--- src/rtl/matcher_lookup_arb_if.sv ---
// Requester and matcher-side bus bundle for the shared matcher lookup port.
// The slave modport is taken by the arbiter; master is the environment view.
interface matcher_lookup_arb_if #(
    parameter int NUM_REQ   = 4,
    parameter int HDR_WIDTH = 240,
    parameter int ACT_WIDTH = 320
);
    logic [NUM_REQ-1:0]           req_valid;
    logic [NUM_REQ*HDR_WIDTH-1:0] req_hdr;
    logic [NUM_REQ-1:0]           req_grant;
    logic [NUM_REQ-1:0]           rsp_valid;
    logic                         rsp_hit;
    logic [ACT_WIDTH-1:0]         rsp_data;
    logic                         lookup_req;
    logic [HDR_WIDTH-1:0]         lookup_cmp_data;
    logic                         lookup_ack;
    logic                         lookup_hit;
    logic [ACT_WIDTH-1:0]         lookup_data;

    modport slave (
        input  req_valid, req_hdr,
        input  lookup_ack, lookup_hit, lookup_data,
        output req_grant, rsp_valid, rsp_hit, rsp_data,
        output lookup_req, lookup_cmp_data
    );

    modport master (
        output req_valid, req_hdr,
        output lookup_ack, lookup_hit, lookup_data,
        input  req_grant, rsp_valid, rsp_hit, rsp_data,
        input  lookup_req, lookup_cmp_data
    );
endinterface

--- src/rtl/matcher_lookup_arb.sv ---
// Round-robin sharing of one in-order matcher lookup port among NUM_REQ
// header parsers, with a tag FIFO for result steering and a drain/pause FSM.
module matcher_lookup_arb #(
    parameter int NUM_REQ         = 4,
    parameter int HDR_WIDTH       = 240,
    parameter int ACT_WIDTH       = 320,
    parameter int MAX_OUTSTANDING = 4,
    parameter int TIMEOUT         = 255,
    localparam int IW = (NUM_REQ > 1) ? $clog2(NUM_REQ) : 1,
    localparam int AW = (MAX_OUTSTANDING > 1) ? $clog2(MAX_OUTSTANDING) : 1,
    localparam int OW = $clog2(MAX_OUTSTANDING) + 1
) (
    input  logic          clk,
    input  logic          reset,
    matcher_lookup_arb_if.slave bus,
    input  logic          lookup_en,
    output logic          drained,
    output logic [OW-1:0] outstanding,
    input  logic          err_clear,
    output logic          err_spurious,
    output logic          err_timeout
);

    typedef enum logic [1:0] {
        RUN    = 2'd0,
        DRAIN  = 2'd1,
        PAUSED = 2'd2
    } state_t;

    state_t state_q, state_d;

    logic [IW-1:0]        rr_q;
    logic [IW-1:0]        gnt_idx;
    logic                 gnt_any;
    logic                 can_grant;
    logic                 push;
    logic                 pop;
    logic                 spur;
    logic                 flush;
    logic [NUM_REQ-1:0]   grant;
    logic [HDR_WIDTH-1:0] sel_hdr;

    logic [IW-1:0]        tag_mem [MAX_OUTSTANDING];
    logic [AW-1:0]        wr_q;
    logic [AW-1:0]        rd_q;
    logic [IW-1:0]        head;
    logic [OW-1:0]        out_q;
    logic [OW-1:0]        out_d;
    logic [15:0]          tmo_q;

    logic                 lreq_q;
    logic [HDR_WIDTH-1:0] lcmp_q;
    logic [NUM_REQ-1:0]   rsp_valid_q;
    logic                 rsp_hit_q;
    logic [ACT_WIDTH-1:0] rsp_data_q;
    logic                 err_sp_q;
    logic                 err_to_q;

    assign head = tag_mem[rd_q];
    assign pop  = bus.lookup_ack && (out_q != '0);
    assign spur = bus.lookup_ack && (out_q == '0);

    // No ack for TIMEOUT cycles with lookups pending: give up on all of them.
    assign flush = (out_q != '0) && !bus.lookup_ack
                && (tmo_q == 16'(TIMEOUT - 1));

    // A same-cycle ack never frees a slot, so only out_q gates the grant.
    assign can_grant = !reset && (state_q == RUN) && lookup_en
                    && (out_q < OW'(MAX_OUTSTANDING)) && !flush;

    always_comb begin
        int idx;
        logic [IW-1:0] ii;
        idx     = 0;
        ii      = '0;
        gnt_idx = '0;
        gnt_any = 1'b0;
        for (int i = 1; i <= NUM_REQ; i++) begin
            idx = int'(rr_q) + i;
            if (idx >= NUM_REQ) idx = idx - NUM_REQ;
            ii = IW'(idx);
            if (!gnt_any && bus.req_valid[ii]) begin
                gnt_any = 1'b1;
                gnt_idx = ii;
            end
        end
    end

    always_comb begin
        sel_hdr = '0;
        for (int i = 0; i < NUM_REQ; i++) begin
            if (gnt_idx == IW'(i))
                sel_hdr = bus.req_hdr[i*HDR_WIDTH +: HDR_WIDTH];
        end
    end

    assign push  = gnt_any && can_grant;
    assign grant = push ? (NUM_REQ'(1) << gnt_idx) : '0;

    always_comb begin
        out_d = out_q;
        if (flush)
            out_d = '0;
        else if (push && !pop)
            out_d = out_q + OW'(1);
        else if (pop && !push)
            out_d = out_q - OW'(1);
    end

    always_comb begin
        state_d = state_q;
        unique case (1'b1)
            (state_q == RUN): begin
                if (!lookup_en) state_d = DRAIN;
            end
            (state_q == DRAIN): begin
                if (lookup_en)
                    state_d = RUN;
                else if (out_d == '0)
                    state_d = PAUSED;
            end
            (state_q == PAUSED): begin
                if (lookup_en) state_d = RUN;
            end
            default: state_d = RUN;
        endcase
    end

    always_ff @(posedge clk) begin
        if (push) tag_mem[wr_q] <= gnt_idx;
    end

    always_ff @(posedge clk or posedge reset) begin
        if (reset) begin
            state_q     <= RUN;
            rr_q        <= IW'(NUM_REQ - 1);
            wr_q        <= '0;
            rd_q        <= '0;
            out_q       <= '0;
            tmo_q       <= '0;
            lreq_q      <= 1'b0;
            lcmp_q      <= '0;
            rsp_valid_q <= '0;
            rsp_hit_q   <= 1'b0;
            rsp_data_q  <= '0;
            err_sp_q    <= 1'b0;
            err_to_q    <= 1'b0;
        end else begin
            state_q <= state_d;
            out_q   <= out_d;
            lreq_q  <= push;
            if (push) begin
                rr_q   <= gnt_idx;
                lcmp_q <= sel_hdr;
            end
            if (flush) begin
                wr_q <= '0;
                rd_q <= '0;
            end else begin
                if (push) wr_q <= wr_q + AW'(1);
                if (pop)  rd_q <= rd_q + AW'(1);
            end
            if (bus.lookup_ack || (out_q == '0) || flush)
                tmo_q <= '0;
            else
                tmo_q <= tmo_q + 16'd1;
            rsp_valid_q <= pop ? (NUM_REQ'(1) << head) : '0;
            if (pop) begin
                rsp_hit_q  <= bus.lookup_hit;
                rsp_data_q <= bus.lookup_data;
            end
            err_sp_q <= spur  | (err_sp_q & ~err_clear);
            err_to_q <= flush | (err_to_q & ~err_clear);
        end
    end

    assign bus.req_grant       = grant;
    assign bus.lookup_req      = lreq_q;
    assign bus.lookup_cmp_data = lcmp_q;
    assign bus.rsp_valid       = rsp_valid_q;
    assign bus.rsp_hit         = rsp_hit_q;
    assign bus.rsp_data        = rsp_data_q;

    assign outstanding  = out_q;
    assign drained      = (state_q == PAUSED) && !lookup_en;
    assign err_spurious = err_sp_q;
    assign err_timeout  = err_to_q;

endmodule
--- src/flat_wrapper.sv ---
// flat-port wrapper written by rule: the top's interface ports become plain ports
module matcher_lookup_arb_flat 
#(
    parameter int NUM_REQ         = 4,
    parameter int HDR_WIDTH       = 240,
    parameter int ACT_WIDTH       = 320,
    parameter int MAX_OUTSTANDING = 4,
    parameter int TIMEOUT         = 255,
    localparam int IW = (NUM_REQ > 1) ? $clog2(NUM_REQ) : 1,
    localparam int AW = (MAX_OUTSTANDING > 1) ? $clog2(MAX_OUTSTANDING) : 1,
    localparam int OW = $clog2(MAX_OUTSTANDING) + 1
)
  (clk, reset, lookup_en, drained, outstanding, err_clear, err_spurious, err_timeout, bus_req_valid, bus_req_hdr, bus_lookup_ack, bus_lookup_hit, bus_lookup_data, bus_req_grant, bus_rsp_valid, bus_rsp_hit, bus_rsp_data, bus_lookup_req, bus_lookup_cmp_data);
  matcher_lookup_arb_if #(.NUM_REQ(NUM_REQ), .HDR_WIDTH(HDR_WIDTH), .ACT_WIDTH(ACT_WIDTH)) bus_i ();
  input  logic clk;
  input  logic reset;
  input  logic lookup_en;
  output logic drained;
  output logic [OW-1:0] outstanding;
  input  logic err_clear;
  output logic err_spurious;
  output logic err_timeout;
  input wire logic [$bits(bus_i.req_valid)-1:0] bus_req_valid;
  input wire logic [$bits(bus_i.req_hdr)-1:0] bus_req_hdr;
  input wire logic [$bits(bus_i.lookup_ack)-1:0] bus_lookup_ack;
  input wire logic [$bits(bus_i.lookup_hit)-1:0] bus_lookup_hit;
  input wire logic [$bits(bus_i.lookup_data)-1:0] bus_lookup_data;
  output wire logic [$bits(bus_i.req_grant)-1:0] bus_req_grant;
  output wire logic [$bits(bus_i.rsp_valid)-1:0] bus_rsp_valid;
  output wire logic [$bits(bus_i.rsp_hit)-1:0] bus_rsp_hit;
  output wire logic [$bits(bus_i.rsp_data)-1:0] bus_rsp_data;
  output wire logic [$bits(bus_i.lookup_req)-1:0] bus_lookup_req;
  output wire logic [$bits(bus_i.lookup_cmp_data)-1:0] bus_lookup_cmp_data;
  assign bus_i.req_valid = bus_req_valid;
  assign bus_i.req_hdr = bus_req_hdr;
  assign bus_i.lookup_ack = bus_lookup_ack;
  assign bus_i.lookup_hit = bus_lookup_hit;
  assign bus_i.lookup_data = bus_lookup_data;
  assign bus_req_grant = bus_i.req_grant;
  assign bus_rsp_valid = bus_i.rsp_valid;
  assign bus_rsp_hit = bus_i.rsp_hit;
  assign bus_rsp_data = bus_i.rsp_data;
  assign bus_lookup_req = bus_i.lookup_req;
  assign bus_lookup_cmp_data = bus_i.lookup_cmp_data;
  matcher_lookup_arb #(.NUM_REQ(NUM_REQ), .HDR_WIDTH(HDR_WIDTH), .ACT_WIDTH(ACT_WIDTH), .MAX_OUTSTANDING(MAX_OUTSTANDING), .TIMEOUT(TIMEOUT)) u_core (.clk(clk), .reset(reset), .bus(bus_i), .lookup_en(lookup_en), .drained(drained), .outstanding(outstanding), .err_clear(err_clear), .err_spurious(err_spurious), .err_timeout(err_timeout));
endmodule
--- config.mk ---
export PLATFORM = sky130hd
export DESIGN_NAME = matcher_lookup_arb_flat
export DESIGN_NICKNAME = d
export VERILOG_FILES = /design/src/rtl/matcher_lookup_arb_if.sv /design/src/rtl/matcher_lookup_arb.sv /design/src/flat_wrapper.sv
export SDC_FILE = /design/constraint.sdc
export NUM_CORES = 2
export LEC_CHECK = 0
export BUFFER_PORTS_ARGS = -buffer_cell sky130_fd_sc_hd__buf_2
export CAP_MARGIN = 10
export CORE_AREA = 10 10 717 719
export DETAILED_ROUTE_END_ITERATION = 8
export DIE_AREA = 0 0 727 729
export PLACE_DENSITY = 0.3
export RECOVER_POWER = 25
export SETUP_SLACK_MARGIN = 0.4
export SLEW_MARGIN = 20
export SYNTH_ARGS = -nofsm -noshare
export SYNTH_HDL_FRONTEND = slang
export SYNTH_SLANG_ARGS = --single-unit
--- constraint.sdc ---
create_clock -name clk -period 19.72 [get_ports clk]
set_clock_uncertainty 0.15 [all_clocks]
set_input_delay 3.944 -clock clk [delete_from_list [all_inputs] [get_ports clk]]
set_output_delay 3.944 -clock clk [all_outputs]
set_load 0.01 [all_outputs]
# Word-level counts from Yosys, hierarchy flattened
# Memory sizes are Yosys's and may differ from the RTL's.
# Index checks and enable logic that the tools add are counted.
# totals
regBits	595
latchBits	0
ramBits	8
romBits	0
in_bits	1290
output_inout_bits	576
memories	1
# classes
add_sub_neg	13
multipliers	0
n_div	0
magnitude_cmp	9
eq_ne	9
shifts	2
n_mux	41
bitwise	5
n_reduce_logical	34
# mem_list
name	depth	word_bits	rd	rd_clocked_by_memory_dff	wr	line	source
u_core.tag_mem	4	2	1	0	1	matcher_lookup_arb.sv:43	logic [IW-1:0] tag_mem [MAX_OUTSTANDING];
# op_table
op	n
$mux W240	4
$mux W2	16
$add A16 B1 Y16 const B	1
$eq A16 B8 Y1 const B	1
$mux W16	1
$logic_and A1 B1 Y1	15
$lt A2 B3 Y1 const B	4
$mux W1	10
$ge A3 B3 Y1 const B	3
$logic_not A1 Y1	9
$mux W3	3
$bmux W1 S2	4
$mux W4	2
$shl A1 B2 Y4 const A	2
$sub A2 B1 Y2 const B	4
$add A2 B2 Y3 const B	2
$eq A2 B2 Y1 const B	3
$logic_not A3 Y1	2
$pmux W2 S3	1
$add A2 B1 Y2 const B	2
$add A2 B3 Y4 const B	1
$eq A2 B1 Y1 const B	2
$ge A4 B3 Y1 const B	1
$logic_not A2 Y1	2
13 further kinds	18

# Depth between registers and ports, before layout
# depth
word_depth	25
depth_mapped	12
mapped_depth_nobuf	9

# Worst setup path after synthesis
# Ideal clock, no wire load.
# synth_path
path_type	in2out
startpoint	input port bus_req_valid[0]
endpoint	output port bus_req_grant[0]
arrival_ns	5.354
path_slack_ns	10.272
stages	7
n_path_buf	2
path_cell_list	o21ai_0 > o21ai_0 > a211oi_2 > or3_1 > buf_2 > clkbuf_1 > nor2_1
# synth_via
elab_chain_cells	14
word_cells_on_any_way	25
# synth_rtl
item	line	source
from (decl)	flat_wrapper.sv:23	input wire logic [$bits(bus_i.req_valid)-1:0] bus_req_valid;
$bmux W1 S2	matcher_lookup_arb.sv:82	if (!gnt_any && bus.req_valid[ii]) begin
$mux W1 (not written as such)	matcher_lookup_arb.sv:82	
$mux W1	matcher_lookup_arb.sv:82	
$logic_not A1 Y1	matcher_lookup_arb.sv:82	
$logic_and A1 B1 Y1	matcher_lookup_arb.sv:82	
$mux W1	matcher_lookup_arb.sv:82	
$logic_not A1 Y1	matcher_lookup_arb.sv:82	
$logic_and A1 B1 Y1	matcher_lookup_arb.sv:82	
$mux W1	matcher_lookup_arb.sv:82	
$logic_not A1 Y1	matcher_lookup_arb.sv:82	
$logic_and A1 B1 Y1	matcher_lookup_arb.sv:82	
$mux W2 *	matcher_lookup_arb.sv:82	
net u_core.gnt_idx[1]	matcher_lookup_arb.sv:33	logic [IW-1:0] gnt_idx;
$shl A1 B2 Y4 *	matcher_lookup_arb.sv:98	assign grant = push ? (NUM_REQ'(1) << gnt_idx) : '0;
$mux W4 *	matcher_lookup_arb.sv:98	
to (decl)	flat_wrapper.sv:28	output wire logic [$bits(bus_i.req_grant)-1:0] bus_req_grant;
# Mark *: on every way through the listed nets, which the timed path passes. The rest lies on a longest branch. The select of a mux whose other input is x is not followed.

==> results by group <==
Status
  • Status: finished with violations
  • Violated checks: capacitance limit, slew limit

Synthesis
  • Async set-or-reset flop fraction in the synthesized netlist: 0.9867
  • Synth top area share: 0.5074
  • Most common flop cell mapped by yosys: dfrtp_1
  • Simple-gate area share of the yosys netlist: 0.1701
  • Post-Synth Adder-Cell Area: 0.003850
  • Post-synthesis compound-gate area fraction: 0.09818
  • Avg Cell Area, Syn: slightly above 10 um^2
  • Sequential fraction of the synthesis area: 0.5174
  • Area leader, netlist: dfrtp_1
  • Yosys warnings: 0
  • Syn Inst Count: a little under 3000
  • Mux share of post-synthesis cell area: 0.1662
  • Most common cell in the netlist: nand2_1
  • Synth area leaders: dfrtp_1, mux2i_1, nand2_1
  • Mapped cell area: 29250 um^2
  • Commonest cells post-synth: nand2_1, dfrtp_1, mux2i_1, o221ai_1, o221ai_2
  • Distinct cells, synth: 48
  • EDFF count, synth: 8
  • Main combinational cell family by area after synthesis: simple AND/OR/NAND/NOR gates
  • Synth Register Bits: 603
  • XOR/XNOR Fraction of Synth Area: 0.005091
  • Syn Nets: 4184

Clock tree
  • CTS Buffer Depth: 4
  • Clock tree sinks: 603
  • Clk root buf: clkbuf_16
  • CTS HTree Levels: 3
  • Clock Latency Late Sink: 0.84 ns
  • Num CTS Buffers: 99
  • Number of setup buffers added after CTS: 0
  • Hold-fix buffers, CTS: 0
  • Worst-path clk slew: 0.06 ns
  • CTS tree: built
  • Post_cts resized: 0

Floorplan
  • Die area: 530000 um^2
  • Core Box Area: approximately 500000 um^2
  • Initial Utilization: 0.05853
  • Chip width: approximately 730 um
  • Die Y: 729 um
  • Row cnt: 260
  • IO Pins: ~1900

Routing
  • DRC viols: 0
  • Routed vias: 32414
  • Drt total wl: 375200 um
  • TritonRoute pass-1 iters: 5
  • DR vias/cell: roughly 2.8
  • Routed WL per cell: roughly 32 um
  • Post-route ant nets: 0
  • Initial DRC Count: 2161

Timing
  • Worst hold slack: 0.3163 ns
  • Crit path time final: approximately 13 ns
  • Final hold viol count: 0
  • RSZ-0062 raised after global routing: false
  • Fmax: 74.71 MHz
  • Worst slew pin tran: 6.836 ns
  • Max-slew headroom: -3.557
  • Final worst path period share: 0.6788
  • Final Max Tran Viols: 637
  • Setup violators final: 0
  • Post-Route Setup TNS: 0 ns

Critical path
  • Crit path arrival time: between 10 and 15 ns
  • Reg2Reg Setup Slack: between 10 and 15 ns
  • Slowest cell on crit path: clkbuf_1
  • CP Max Fanout: 112
  • Reg2Reg Depth: 9
  • Worst setup EP type: async pin
  • Crit path cell chain: clkbuf_1, clkinvlp_2, clkbuf_1, clkbuf_1
  • Data required time of the critical path: 18.77 ns
  • CP Launch Type: input port
  • Crit-path max cell delay: 4.76 ns
  • Reg2reg start: u_core.outstanding[0]
  • Cell mode on critical path: clkbuf_1
  • Reg2Reg Capture Point: u_core.bus.rsp_data[286]
  • WS Path Type: in -> async

Worst hold path
  • Hold EP: u_core.bus.rsp_data[318]
  • Hold path cells: 2
  • Hold WC Path Type: reg -> reg
  • Min-delay src: u_core.bus.rsp_data[318]

Power
  • Pleak: between 0.02 and 0.025 uW
  • Total power: around 7400 uW
  • Power Density: approximately 150 nW/um^2
  • Maximum VDD drop: 61.55 uV

Finish
  • Share of cells above drive strength 1: 0.4522
  • Nets: about 6000
  • Non-Filler Instances: 11628
  • Area delta synth->final: 71.05%

Global routing
  • Vias in the first global route: 32572
  • Initial antenna violation count: 427
  • Met2 Use GR: 0.2191
  • Tot GR Track Use: 0.1348
  • M3 GR Usage: 0.1059
  • Gr ovfl total: 0
  • Gr busiest metal: met2
  • Met1 Use GR: 0.1366
  • Largest net degree at the start of global routing: 117
  • First-pass GRT wire length: 449700 um

Placement
  • GPL Wtd Cong: between 0.8 and 0.9
  • I/O Buffers: 1865
  • DP Cell Count: around 11000
  • DP Wirelength: around 330000 um

Job
  • Max-cap violations: 12
-- cell usage in the layout, fill, tap and decap left out, types with 2 or more instances in the layout --
cell type / synthesis / layout
buf_2: 99 / 1831
nand2_1: 1220 / 1220
dfrtp_1: 593 / 593
mux2i_1: 481 / 471
diode_2: 0 / 148
o221ai_1: 140 / 140
o221ai_2: 100 / 100
clkbuf_16: 0 / 99
clkbuf_1: 83 / 75
buf_4: 2 / 68
nor2_1: 30 / 30
clkbuf_8: 0 / 15
clkinv_2: 0 / 12
xor2_1: 11 / 11
mux2i_2: 0 / 10
ha_1: 9 / 9
bufinv_16: 0 / 8
edfxtp_1: 8 / 8
and3_1: 7 / 7
a21oi_1: 7 / 7
inv_1: 8 / 7
nand3_1: 6 / 6
o21ai_0: 6 / 6
xnor2_1: 6 / 6
inv_6: 0 / 5
nand4_1: 4 / 4
and2_1: 4 / 4
clkinvlp_4: 0 / 4
nor3_1: 3 / 3
nor2b_1: 3 / 2
and4_1: 2 / 2
nor4b_1: 2 / 2
nand2b_1: 2 / 2
a211oi_1: 1 / 2
mux4_2: 2 / 2
or3_1: 3 / 2
clkinv_8: 0 / 2
clkinv_4: 0 / 2
dfstp_2: 2 / 2
-- registers in the layout (all words and copies together) (netlist names) --
name,cells
u_core.bus.rsp_data,320
u_core.bus.lookup_cmp_data,240
u_core.tmo_q,16
u_core.tag_mem,8
u_core.bus.rsp_valid,4
u_core.outstanding,3
u_core.rd_q,2
u_core.rr_q,2
u_core.state_q,2
u_core.wr_q,2
u_core.bus.lookup_req,1
u_core.bus.rsp_hit,1
u_core.err_spurious,1
u_core.err_timeout,1
-- per-layer routing --
| layer | part of all wire | routed length (um) | up-vias |
|---|---|---|---|
| li1 | - | - | 13789 |
| met1 | 0.35 | 129500 | 15463 |
| met2 | 0.45 | 169900 | 2070 |
| met3 | 0.17 | 64170 | 870 |
| met4 | 0.027 | 10180 | 222 |
| met5 | 0.0039 | 1460 | - |
-- layout make-up --
type | count | area [um^2]
diodes | 148 | 370.4
fillers | 58458 | 449700
clock inverters | 34 | 444.2
inverters | 10 | 48.80
well taps | 6681 | 8359
clock buffers | 142 | 2789
multi-input cells | 2063 | 13010
repair buffers | 1947 | 9871
flip-flops and latches | 603 | 15130
-- per-stage QoR --
step,instance area (um^2),setup WS (ns),utilization
final,50030,6.335,0.1001
after global routing,49770,4.322,0.09959
after CTS,49780,8.621,0.09963
after detailed placement,46550,8.633,0.09316
after global placement,46530,8.582,0.09313
after floorplan,29250,7.514,-
-- worst max-delay path by stage --
stage                     start                            end
6_report                  reset       u_core.bus.rsp_data[230]
5_1_grt                   reset       u_core.bus.rsp_data[230]
4_1_cts        bus_req_valid[0]               bus_req_grant[1]
3_5_place_dp   bus_req_valid[0]               bus_req_grant[1]
3_3_place_gp   bus_req_valid[0]               bus_req_grant[1]
2_1_floorplan             reset  u_core.bus.lookup_cmp_data[0]
-- where the power goes --
| group | switching (uW) | internal, uW | leakage, uW | total, uW |
|---|---|---|---|---|
| Clock | 774 | 1090 | 0.00158 | 1860 |
| Sequential | 324 | 1760 | 0.00749 | 2090 |
| Combinational | 2440 | 1050 | 0.0153 | 3490 |
| Total | 3530 | 3900 | 0.0244 | 7440 |
-- worst max-delay path: cells and delay by family --
family	cells	cell delay, ns
buffers and inverters	4	8.08
-- cell families (layout without fill, tap and decap cells) --
logic type	Yosys count	after routing
buf+inv	219	2133
other cells	0	148
simple gates	1292	1292
xor+xnor	17	17
flops	603	603
fa+ha+maj	9	9
mux	483	483
compound gates	262	262
Power figures use the tool's default switching activity.
